**src/rtl/uart_tx_arbiter.sv**
```systemverilog
// uart_tx_arbiter: round-robin arbiter that shares one serial transmit line
// among NUM_REQ byte requesters. Frame = start(0), 8 data bits LSB-first,
// optional even parity, stop(1), then GAP_BITS idle-high cycles; one bit per clk.
// Optional feature macro: UART_TX_ARB_PARITY_EN (adds a parity bit after DATA).
//
// Handshake: a requester raises req[i] with its byte on data_in[8*i +: 8] and
// holds both until it sees ack[i] high for exactly one cycle; that cycle is the
// start bit of its frame. Dropping req[i] before ack means it is never served.
//
// Arbitration happens in IDLE and also on the final cycle of every frame, so
// requesters held high get back-to-back frames spaced 10(+1)+GAP_BITS cycles.
module uart_tx_arbiter #(
    parameter int NUM_REQ  = 4,
    parameter int GAP_BITS = 1
) (
    input  logic                         clk,
    input  logic                         reset,
    input  logic [NUM_REQ-1:0]           req,
    input  logic [NUM_REQ*8-1:0]         data_in,
    output logic [NUM_REQ-1:0]           ack,
    output logic [$clog2(NUM_REQ)-1:0]   grant_id,
    output logic                         busy,
    output logic                         serial_out,
    output logic [2:0]                   state_dbg
);

    localparam int IDW = $clog2(NUM_REQ);
    localparam logic [3:0] GAP_LAST = (GAP_BITS > 0) ? 4'(GAP_BITS - 1) : 4'd0;

    typedef enum logic [2:0] {
        S_IDLE   = 3'd0,
        S_START  = 3'd1,
        S_DATA   = 3'd2,
        S_PARITY = 3'd3,
        S_STOP   = 3'd4,
        S_GAP    = 3'd5
    } state_t;

    state_t           state_q, state_n;
    logic [7:0]       shift_q, shift_n;
    logic [2:0]       bit_q, bit_n;
    logic [3:0]       gap_q, gap_n;
    logic [IDW-1:0]   rr_q, rr_n;
    logic [IDW-1:0]   grant_q, grant_n;
    logic [NUM_REQ-1:0] ack_q, ack_n;
    logic             busy_q, busy_n;
    logic             serial_q, serial_n;
`ifdef UART_TX_ARB_PARITY_EN
    logic             par_q, par_n;
`endif

    // Winner search: first set req bit starting at rr+1, wrapping at NUM_REQ.
    logic             win_found;
    logic [IDW-1:0]   win_id;
    int               cand;

    // Scan from farthest to nearest so the nearest candidate after rr wins.
    always_comb begin
        win_found = 1'b0;
        win_id    = '0;
        cand      = 0;
        for (int i = NUM_REQ; i >= 1; i--) begin
            cand = int'(rr_q) + i;
            if (cand >= NUM_REQ) begin
                cand = cand - NUM_REQ;
            end
            if (req[cand[IDW-1:0]]) begin
                win_found = 1'b1;
                win_id    = cand[IDW-1:0];
            end
        end
    end

    // Next-state and next-output logic; every output is taken from a register.
    logic arb_now;
    always_comb begin
        state_n  = state_q;
        shift_n  = shift_q;
        bit_n    = bit_q;
        gap_n    = gap_q;
        rr_n     = rr_q;
        grant_n  = grant_q;
        ack_n    = '0;
        busy_n   = busy_q;
        serial_n = serial_q;
        arb_now  = 1'b0;
`ifdef UART_TX_ARB_PARITY_EN
        par_n    = par_q;
`endif
        case (state_q)
            S_IDLE: begin
                serial_n = 1'b1;
                busy_n   = 1'b0;
                arb_now  = 1'b1;
            end
            S_START: begin
                state_n  = S_DATA;
                serial_n = shift_q[0];
                shift_n  = shift_q >> 1;
                bit_n    = 3'd0;
            end
            S_DATA: begin
                if (bit_q == 3'd7) begin
`ifdef UART_TX_ARB_PARITY_EN
                    state_n  = S_PARITY;
                    serial_n = par_q;
`else
                    state_n  = S_STOP;
                    serial_n = 1'b1;
`endif
                end else begin
                    serial_n = shift_q[0];
                    shift_n  = shift_q >> 1;
                    bit_n    = bit_q + 3'd1;
                end
            end
`ifdef UART_TX_ARB_PARITY_EN
            S_PARITY: begin
                state_n  = S_STOP;
                serial_n = 1'b1;
            end
`endif
            S_STOP: begin
                if (GAP_BITS == 0) begin
                    arb_now = 1'b1;
                end else begin
                    state_n  = S_GAP;
                    gap_n    = 4'd0;
                    serial_n = 1'b1;
                end
            end
            S_GAP: begin
                serial_n = 1'b1;
                if (gap_q == GAP_LAST) begin
                    arb_now = 1'b1;
                end else begin
                    gap_n = gap_q + 4'd1;
                end
            end
            default: begin
                state_n  = S_IDLE;
                serial_n = 1'b1;
                busy_n   = 1'b0;
            end
        endcase

        // Arbitration slot: either start the winner's frame or fall idle.
        if (arb_now) begin
            if (win_found) begin
                state_n        = S_START;
                shift_n        = data_in[8*win_id +: 8];
                ack_n[win_id]  = 1'b1;
                grant_n        = win_id;
                rr_n           = win_id;
                serial_n       = 1'b0;
                busy_n         = 1'b1;
`ifdef UART_TX_ARB_PARITY_EN
                par_n          = ^data_in[8*win_id +: 8];
`endif
            end else begin
                state_n  = S_IDLE;
                serial_n = 1'b1;
                busy_n   = 1'b0;
            end
        end
    end

    // State and output registers; reset puts the line idle and rr so req 0 wins first.
    always_ff @(posedge clk or posedge reset) begin
        if (reset) begin
            state_q  <= S_IDLE;
            shift_q  <= 8'd0;
            bit_q    <= 3'd0;
            gap_q    <= 4'd0;
            rr_q     <= IDW'(NUM_REQ - 1);
            grant_q  <= '0;
            ack_q    <= '0;
            busy_q   <= 1'b0;
            serial_q <= 1'b1;
`ifdef UART_TX_ARB_PARITY_EN
            par_q    <= 1'b0;
`endif
        end else begin
            state_q  <= state_n;
            shift_q  <= shift_n;
            bit_q    <= bit_n;
            gap_q    <= gap_n;
            rr_q     <= rr_n;
            grant_q  <= grant_n;
            ack_q    <= ack_n;
            busy_q   <= busy_n;
            serial_q <= serial_n;
`ifdef UART_TX_ARB_PARITY_EN
            par_q    <= par_n;
`endif
        end
    end

    assign ack        = ack_q;
    assign grant_id   = grant_q;
    assign busy       = busy_q;
    assign serial_out = serial_q;
    assign state_dbg  = state_q;

endmodule

```
**config.mk**
```make
export PLATFORM = sky130hd
export DESIGN_NAME = uart_tx_arbiter
export DESIGN_NICKNAME = d
export VERILOG_FILES = /design/src/rtl/uart_tx_arbiter.sv
export SDC_FILE = /design/constraint.sdc
export NUM_CORES = 1
export LEC_CHECK = 0
export BUFFER_PORTS_ARGS = -buffer_cell sky130_fd_sc_hd__buf_2
export CORE_ASPECT_RATIO = 1.25
export CORE_UTILIZATION = 55
export DETAILED_ROUTE_END_ITERATION = 8
export GPL_ROUTABILITY_DRIVEN = 0
export GPL_TIMING_DRIVEN = 0
export HOLD_SLACK_MARGIN = 0.05
export PLACE_DENSITY = 0.8
export SKIP_LAST_GASP = 1
export SYNTH_ARGS = -nofsm -noshare
export SYNTH_HDL_FRONTEND = slang
export SYNTH_SLANG_ARGS = --single-unit
```
**constraint.sdc**
```tcl
create_clock -name clk -period 4.9 [get_ports clk]
set_input_delay 0.49 -clock clk [delete_from_list [all_inputs] [get_ports clk]]
set_output_delay 0.49 -clock clk [all_outputs]
set_load 0.02 [all_outputs]
```
== Yosys cells after proc, flatten, opt, wreduce, memory -nomap -nowiden ==
Index checks and enable logic that the tools add are counted.

* Shift operators: 1
* $lt $le $gt $ge: 10
* Muxes and demuxes: 45
* Reduce and logical (&&, ||, !) cells: 11
* Add/sub/neg operators: 10
* Eq/ne operators: 10

{| class="wikitable"
|+ Operators with widths
! operator !! number
|-
| 32-bit by 6-bit indexed part select with 8-bit output || 1
|-
| 8-bit two-way mux || 3
|-
| 1-bit two-way mux || 17
|-
| 2-bit two-way mux || 8
|-
| 8-bit case mux with 2 select lines || 1
|-
| 2-bit by 3-bit < comparator with 1-bit output (second input constant) || 5
|-
| 4-bit two-way mux || 3
|-
| 3-bit case mux with 4 select lines || 1
|-
| 3-bit equality test (second input constant) || 3
|-
| 3-bit greater-or-equal comparator (second input constant) || 3
|-
| 3-bit two-way mux || 3
|-
| 1-bit binary-select mux with 2-bit select || 4
|-
| 4-bit case mux with 2 select lines || 1
|-
| 2-bit AND reduction || 4
|-
| 2-bit by 1-bit subtractor with 2-bit output (second input constant) || 4
|-
| 2-bit by 2-bit adder with 3-bit output (second input constant) || 2
|-
| 3-bit case mux with 2 select lines || 1
|-
| 2-bit by 3-bit adder with 4-bit output (second input constant) || 1
|-
| 4-bit by 1-bit adder with 4-bit output (second input constant) || 1
|-
| 4-bit by 3-bit greater-or-equal comparator with 1-bit output (second input constant) || 1
|-
| 4-bit logical NOT || 1
|-
| 2-bit by 1-bit inequality test with 1-bit output (second input constant) || 2
|-
| 2-bit inequality test (second input constant) || 2
|-
| 1-bit case mux with 2 select lines || 2
|-
| 12 further kinds || 13
|}

* Register bits: 28
* Output and inout bits: 11
* Logic and storage cells: 96

== Longest topological paths before layout ==
Gate-level depths: netlist of run 1.

* Depth in word-level cells: 15
* Gate-level depth with buffers: 10
* Mapped depth without buffers: 7

== Worst setup path before layout of run 1 ==
Ideal clock, no wire load.

* Kind: register to register
* Start point: register gap_q[0]
* End point: register shift_q[6]
* Data required time: 4.759 ns
* Clock period less this slack: 2.038 ns
* Path slack: 2.862 ns
* Setup time: 0.141 ns
* Buffers on the path: 2
* Stages on the path, launching flop included: 10
* Data arrival time: 1.897 ns
* Cell sequence: dfrtp_1 -> inv_1 -> ha_1 -> and4bb_2 -> a21oi_2 -> or3_1 -> buf_6 -> buf_8 -> a2111oi_2 -> a211oi_2

* Word-level cells in the longest chain between the ends: 4

{| class="wikitable"
|+ Ends and longest elaborated chain
! item !! line !! RTL
|-
| start: declaration || 42 || <nowiki>logic [3:0] gap_q, gap_n;</nowiki>
|-
| start signal: assignment || 187 || <nowiki>gap_q <= gap_n;</nowiki>
|-
| 4-bit logical NOT || 134 || <nowiki>if (gap_q == GAP_LAST) begin</nowiki>
|-
| 1-bit two-way mux || 134 ||
|-
| 1-bit case mux with 2 select lines || 90 || <nowiki>case (state_q)</nowiki>
|-
| 8-bit two-way mux || 148 || <nowiki>if (arb_now) begin</nowiki>
|-
| net shift_n[6] || 40 || <nowiki>logic [7:0] shift_q, shift_n;</nowiki>
|-
| end signal: assignment || 185 || <nowiki>shift_q <= shift_n;</nowiki>
|-
| end: declaration || 40 ||
|}

The timed path passes the listed nets, and every way through them passes these cells.
A chain may end at the register's enable or synchronous reset.

== Final worst setup path of run 1 ==
* Start point: register gap_q[0]
* End point: register shift_q[3]

Same word-level chain as after synthesis.

==> impl_results.md, run 1 <==
- Status: completed
- Top-Level Pins: 49
- Int Pwr: 0.000687 W
- RSZ-0062 raised after global routing: no
- Fmax: 451 MHz
- First-pass GRT wire length: 6240 microns
- Clk sinks: 28
- Worst Hold Class: input pin to async pin
- Mapped Nets: 229
- Post-Synthesis Cells: 187
- Post-Layout Cell Count: 275
- Clk_skew: 0.00431 ns
- Clk pwr share: 12.6%
- WL final: 3620 microns
- Period Utilization, post-route: 45.3%
- Synth Register Bits: 28
- Yosys warning total: 0
- Arrival time worst endpoint: 2.42 ns
- CTS-repair resized insts: 0
- Residual DRC: 0
- Final ANT Viol Nets: 0
- Initial Util: 59.1%
- CTS Buffer Depth: 2
- Switching Fraction: 42.2%
- Antenna diodes: 0
- Post-synth ARST share: 100%
- Worst slew pin tran: 1.01 ns
- Crit. End Element: register
- Fin. max-slew vios: 0
- Clock slew at reported path FFs: 0.15 ns
- Sequential area share after synthesis: 39.3%
- H-tree levels: 1
- Leakage: 1.02 nW
- Area Overhead vs Synth: 18.9%
- CP required: 5.11 ns
- Setup TNS Final: 0 ns
- Final Hold Fails: 0
- Synth Area per Inst: 9.57 sq um
- CTS tree: built
- Synth Cell Area: 0.00179 sq mm
- CP Class: register to register
- Drt first-iter violations: 42
- Die height: 65.8 microns
- CTS Buf Count: 3
- Post-CTS Hold Fix Bufs: 0
- Core ar.: 0.00303 sq mm
- Full die area: 0.00349 sq mm
- Post-synth EDFFs: 0
- Flop-to-flop setup slack: 2.68 ns
- Clock latency reported for the late side of the worst-skew pair: 0.32 ns
- Fin nets: 282
- Sequential fraction of design power: 31.7%
- Vias per cell: 5.59
- Die W: 53.0 microns
- Clock Tree Root: clkbuf_4
- Combinational fraction of design power: 55.7%
- Critical Path Start Type: register
- Pwr/cell area: 559 mW/mm^2
- Psw: 0.000502 W
- CP Max Fanout: 8
- Routed length per instance: 13.2 microns
- Crit path time final: 2.22 ns
- Hpwl dp: 2790 microns
- Global Route Usage Sum: 23.7%
- PortBufs: 48
- Post-synth top area cell: dfrtp_1
- Grt total ovfl: 0
- Placed cell count: 271
- Vias in the first global route: 1498
- Synth top area share: 34.9%
- Rows: 22
- DRT Pass-1 Iters: 4
- Vias post-DR: 1536
- Hold slack: 0.377 ns
- Cell variety after synth: 44
- Ys flop type: dfrtp_1
- Max Cap Viol: 0
- Top cells by area, synth: dfrtp_1 35%, a31oi_1 5.6%, mux2i_1 5.0%
- Max-slew headroom: 32.8%
- Final setup vio count: 0
- Initial antenna violation count: 0
- Final core occ: 70.3%
- Largest vdd supply drop: 330 uV
- Layout cell share with drive strength beyond 1: 32.6%
- Setup bufs post-CTS: 0
- Largest net degree at the start of global routing: 29
==> power by group through the flow <==
stage          registers, W  logic, W  clock network (W)
2_1_floorplan      0.000418  0.000476                  0
3_3_place_gp       0.000380  0.000652                  0
3_5_place_dp       0.000382  0.000661                  0
4_1_cts            0.000377  0.000664           0.000152
5_1_grt            0.000389  0.000728           0.000163
6_report           0.000377  0.000662           0.000149
==> routing by layer <==
| layer | share of wire, % | global-route usage, % | wire length, microns | vias to the layer above |
|---|---|---|---|---|
| li1 | - | - | - | 793 |
| met1 | 45 | 30.1 | 1640 | 696 |
| met4 | 0.44 | 4.93 | 16 | 0 |
| met5 | 0 | 0 | 0 | - |
| met3 | 3.2 | 2.07 | 115 | 2 |
| met2 | 51 | 42.7 | 1850 | 45 |
==> worst paths after layout <==
path	from	endpoint	cells after the start
min	reset	shift_q[7]	2
min reg2reg	shift_q[0]	serial_out	2
min in group clk	shift_q[0]	serial_out	2
max reg2reg	gap_q[0]	shift_q[3]	8
max in group asynchronous	reset	state_dbg[2]	2
max	gap_q[0]	shift_q[3]	8
==> critical path, stage by stage, from the launching register on <==
cell	delay [ns]
dfrtp_1	0.45
inv_1	0.07
ha_1	0.17
and4bb_2	0.28
a21oi_2	0.08
or3_1	0.37
buf_6	0.15
a2111oi_0	0.44
a211oi_1	0.09
==> stage by stage <==
| step | cell area, sq um | setup slack (ns) | total power, W |
|---|---|---|---|
| 2_1_floorplan | 1790 | 2.86 | 0.000894 |
| 6_report | 2130 | 2.68 | 0.00119 |
| 3_5_place_dp | 2080 | 2.67 | 0.00104 |
| 3_3_place_gp | 2080 | 2.66 | 0.00103 |
| 4_1_cts | 2130 | 2.68 | 0.00119 |
| 5_1_grt | 2130 | 2.52 | 0.00128 |
==> registers in the layout, summed over array words and instances (netlist names) <==
signal      count
gap_q           4
shift_q         8
grant_id        2
busy            1
serial_out      1
bit_q           3
state_dbg       3
ack             4
rr_q            2
==> cells in the final DEF, fill, tap and decap left out, types with 3 or more instances in the layout <==
cell type and instances:
nor2_1 14, a2111oi_2 6, nor3_1 3, nand2b_1 4, a211oi_1 9, clkbuf_4 3, a2111oi_0 6, o21ai_0 6
mux2i_1 9, ha_1 4, nand2_1 11, dfstp_2 3, dfrtp_1 25, a31oi_1 16, inv_1 22, a21oi_1 7
buf_2 52
==> cell usage after synthesis (3+ instances only) <==
library cell and count:
dfrtp_1 25, inv_1 22, a31oi_1 16, nor2_1 14, nand2_1 11, a211oi_1 9, mux2i_1 9, a21oi_1 7
a2111oi_0 6, a2111oi_2 6, o21ai_0 6, buf_2 4, ha_1 4, nand2b_1 4, dfstp_2 3, nor3_1 3
==> cell type report <==
class	count	area, sq um
clock buffers	3	22.5
clock inverters	1	30.0
well taps	36	45.0
fillers	241	900
multi-input cells	125	892
repair buffers	48	240
inverters	22	82.6
flip-flops and latches	28	704
plain buffers	12	111
==> logic make-up after synthesis <==
logic type / after synthesis / synth area share, %
mux: 9 / 5.03
simple gates: 46 / 12.8
fa+ha+maj: 4 / 2.80
compound gates: 64 / 28.2
xor+xnor: 2 / 0.979
flops: 28 / 39.3
buf+inv: 34 / 10.8
No activity file was read; power rests on OpenSTA's default activity.
==> run 2: changes to the inputs <==
- CORE_UTILIZATION: 55 -> 52
- PLACE_DENSITY: 0.8 -> 0.76
- clock period: 4.9 -> 2.17 ns (I/O delays scaled with it)
==> run 2 against run 1 <==
  * Clock skew grew 0.0056 ns
  * Design area increased by 8.5%
  * Maximum frequency rose by 1.7%
  * Count of clock-buffer cells in the layout unchanged
  * Via count increased by 2.9%
  * Critical path depth unchanged
  * Setup slack worse by 2.7 ns
  * Core utilization rose by 0.70 points
  * The run now ends with setup timing left
  * Non-clock buffer count rose by 3
==> impl_results.md, run 2 (same netlist as run 1, synthesis figures left out) <==
- Status: complete, but fails checks
- Failing checks: setup timing
- PortBufs: 48 (unchanged)
- Cell family with most CP delay: simple AND/OR/NAND/NOR gates
- Crit. End Element: register
- Antenna diodes: 0 (unchanged)
- Fillcell total: 252 (+4.6%)
- Clock Tree Root: clkbuf_8
- Max reg flops: 8 (unchanged)
- Commonest non-fill, non-tap cell in the layout: buf_2
- Vias post-DR: 1581 (+2.9%)
- Largest net degree at the start of global routing: 29 (unchanged)
- Clk_skew: 0.00995 ns (+0.00564 ns)
- Area Overhead vs Synth: 28.9%
- Routed length per instance: 14.7 microns (+11%)
- Full die area: 0.00368 sq mm (+5.6%)
- Cell Chain, Critical Path: inv_2 > ha_2 > and4bb_2 > a21oi_4 > or3_4 > buf_12 > a2111oi_2 > a211oi_1
- WL final: 4090 microns (+13%)
- RSZ-0062 raised after global routing: yes
- Fmax: 459 MHz (+1.7%)
- Residual DRC: 0 (unchanged)
- Final core occ: 71.0% (+0.70 points)
- Commonest non-fill, non-tap cells in the layout: 52 x buf_2, 25 x dfrtp_1, 21 x inv_1, 16 x a31oi_1, 14 x nor2_1
- Final Hold Fails: 0 (unchanged)
- Initial Util: 55.1% (-4.1 points)
- Die W: 54.5 microns (+2.7%)
- Global Route Usage Sum: 22.9% (-0.81 points)
- Total power: 0.00305 W (+160%)
- Grt total ovfl: 0 (unchanged)
- Max Cap Viol: 0 (unchanged)
- Final setup vio count: 1 (+1)
- CP max stage cell: or3_4
- Final ANT Viol Nets: 0 (unchanged)
- Leakage: 1.07 nW (+4.4%)
- CTS tree: built
- Clock latency reported for the late side of the worst-skew pair: 0.28 ns (-0.04 ns)
- Vias per cell: 5.67 (+1.5%)
- CP bufs+invs: 2 (unchanged)
- Top-Level Pins: 49 (unchanged)
- Design area: 0.00231 sq mm (+8.5%)
- Initial antenna violation count: 0 (unchanged)
- Biggest register: shift_q
- Largest vdd supply drop: 834 uV (+150%)
- Clk sinks: 28 (unchanged)
- CP Class: register to register
- Fin nets: 285 (+1.1%)
- Period Utilization, post-route: 100% (+55 points)
- Pwr/cell area: 1320 mW/mm^2 (+140%)
- CTS Buf Count: 3 (unchanged)
- CP required: 2.32 ns (-2.79 ns)
- CTS Buffer Depth: 2 (unchanged)
- Vias in the first global route: 1421 (-5.1%)
- Arrival time worst endpoint: 2.33 ns (-0.09 ns)
- Clock slew at reported path FFs: 0.10 ns (-0.05 ns)
- Post-Layout Cell Count: 279 (+1.5%)
- First-pass GRT wire length: 6180 microns (-0.88%)
- Fin. max-slew vios: 0 (unchanged)
- Worst Hold Class: input pin to async pin
- Critical Path Start Type: register
- Die height: 67.6 microns (+2.8%)
- Flop-to-flop setup slack: -0.01 ns (-2.69 ns)
- DRT Pass-1 Iters: 4 (unchanged)
- Worst slew pin tran: 1.00 ns (-0.00307 ns)
- Placed cell count: 272 (+0.37%)
- Setup TNS Final: -0.0108 ns (-0.0108 ns)
- Worst path max stage delay: 0.49 ns (+0.04 ns)
- Placed Area: 0.00208 sq mm (about the same)
- H-tree levels: 1 (unchanged)
- Setup ws final: -0.0108 ns (-2.69 ns)
- Layout cell share with drive strength beyond 1: 37.2% (+4.6 points)
- Max-slew headroom: 33.0% (+0.20 points)
- Rows: 23 (+4.5%)
- Drt first-iter violations: 29 (-31%)
- Crit path time final: 2.18 ns (-0.0365 ns)
- Hpwl dp: 2840 microns (+1.6%)
- Core ar.: 0.00325 sq mm (+7.4%)
- CP Max Fanout: 9 (+1)
-- run 2: power breakdown --
| group | total, W | switching [W] | internal, W |
|---|---|---|---|
| Sequential | 0.000858 | 0.000116 | 0.000742 |
| Combinational | 0.00178 | 0.00103 | 0.000753 |
| Clock | 0.000413 | 0.000165 | 0.000247 |
| Total | 0.00305 | 0.00131 | 0.00174 |
-- run 2: metrics by stage --
step                      hold slack, ns  setup slack (ns)
after floorplan                    0.280             0.132
after global placement             0.460           -0.0114
after detailed placement           0.466           -0.0408
after CTS                          0.207           0.00384
after global routing               0.290           -0.0672
final                              0.156           -0.0108
-- run 2: layout make-up --
type,count,area (sq um),share of cell area (%)
inverters,22,82.6,3.58
clock buffers,3,41.3,1.79
repair buffers,52,288,12.5
multi-input cells,125,1010,43.8
plain buffers,11,105,4.55
clock inverters,1,30.0,1.30
flip-flops and latches,28,704,30.5
well taps,37,46.3,2.01
-- run 2: final timing paths --
kind	from	endpoint	cells past startpoint
min reg2reg	grant_id[1]	grant_id[1]	2
min in group clk	data_in[20]	shift_q[4]	3
max in group asynchronous	reset	shift_q[2]	2
min	reset	state_dbg[2]	2
max reg2reg	gap_q[1]	shift_q[2]	8
max	gap_q[1]	shift_q[2]	8
-- run 2: worst register-to-register path: stages, from the launching register on --
cell and delay [ns]:
dfrtp_1 0.42, inv_2 0.07, ha_2 0.17, and4bb_2 0.27
a21oi_4 0.08, or3_4 0.49, buf_12 0.18, a2111oi_2 0.29
a211oi_1 0.09
-- run 2: repair_timing --
action	4_1_cts	5_1_grt
endpoints found under the hold margin	0	0
hold buffers	0	0
gates resized for setup	2	20
setup buffers	2	1
cloned	0	1
setup endpoints to repair	7	11
pin swaps	0	6
-- run 2: metal layers --
metal | track usage (%) | routed length [microns] | vias to the layer above | share of wire [%]
met5 | 0 | 0 | - | 0
met4 | 6.73 | 49 | 0 | 1.2
met3 | 2.03 | 120 | 5 | 2.9
met2 | 39.8 | 2080 | 37 | 51
met1 | 29.3 | 1840 | 746 | 45
li1 | - | - | 793 | -
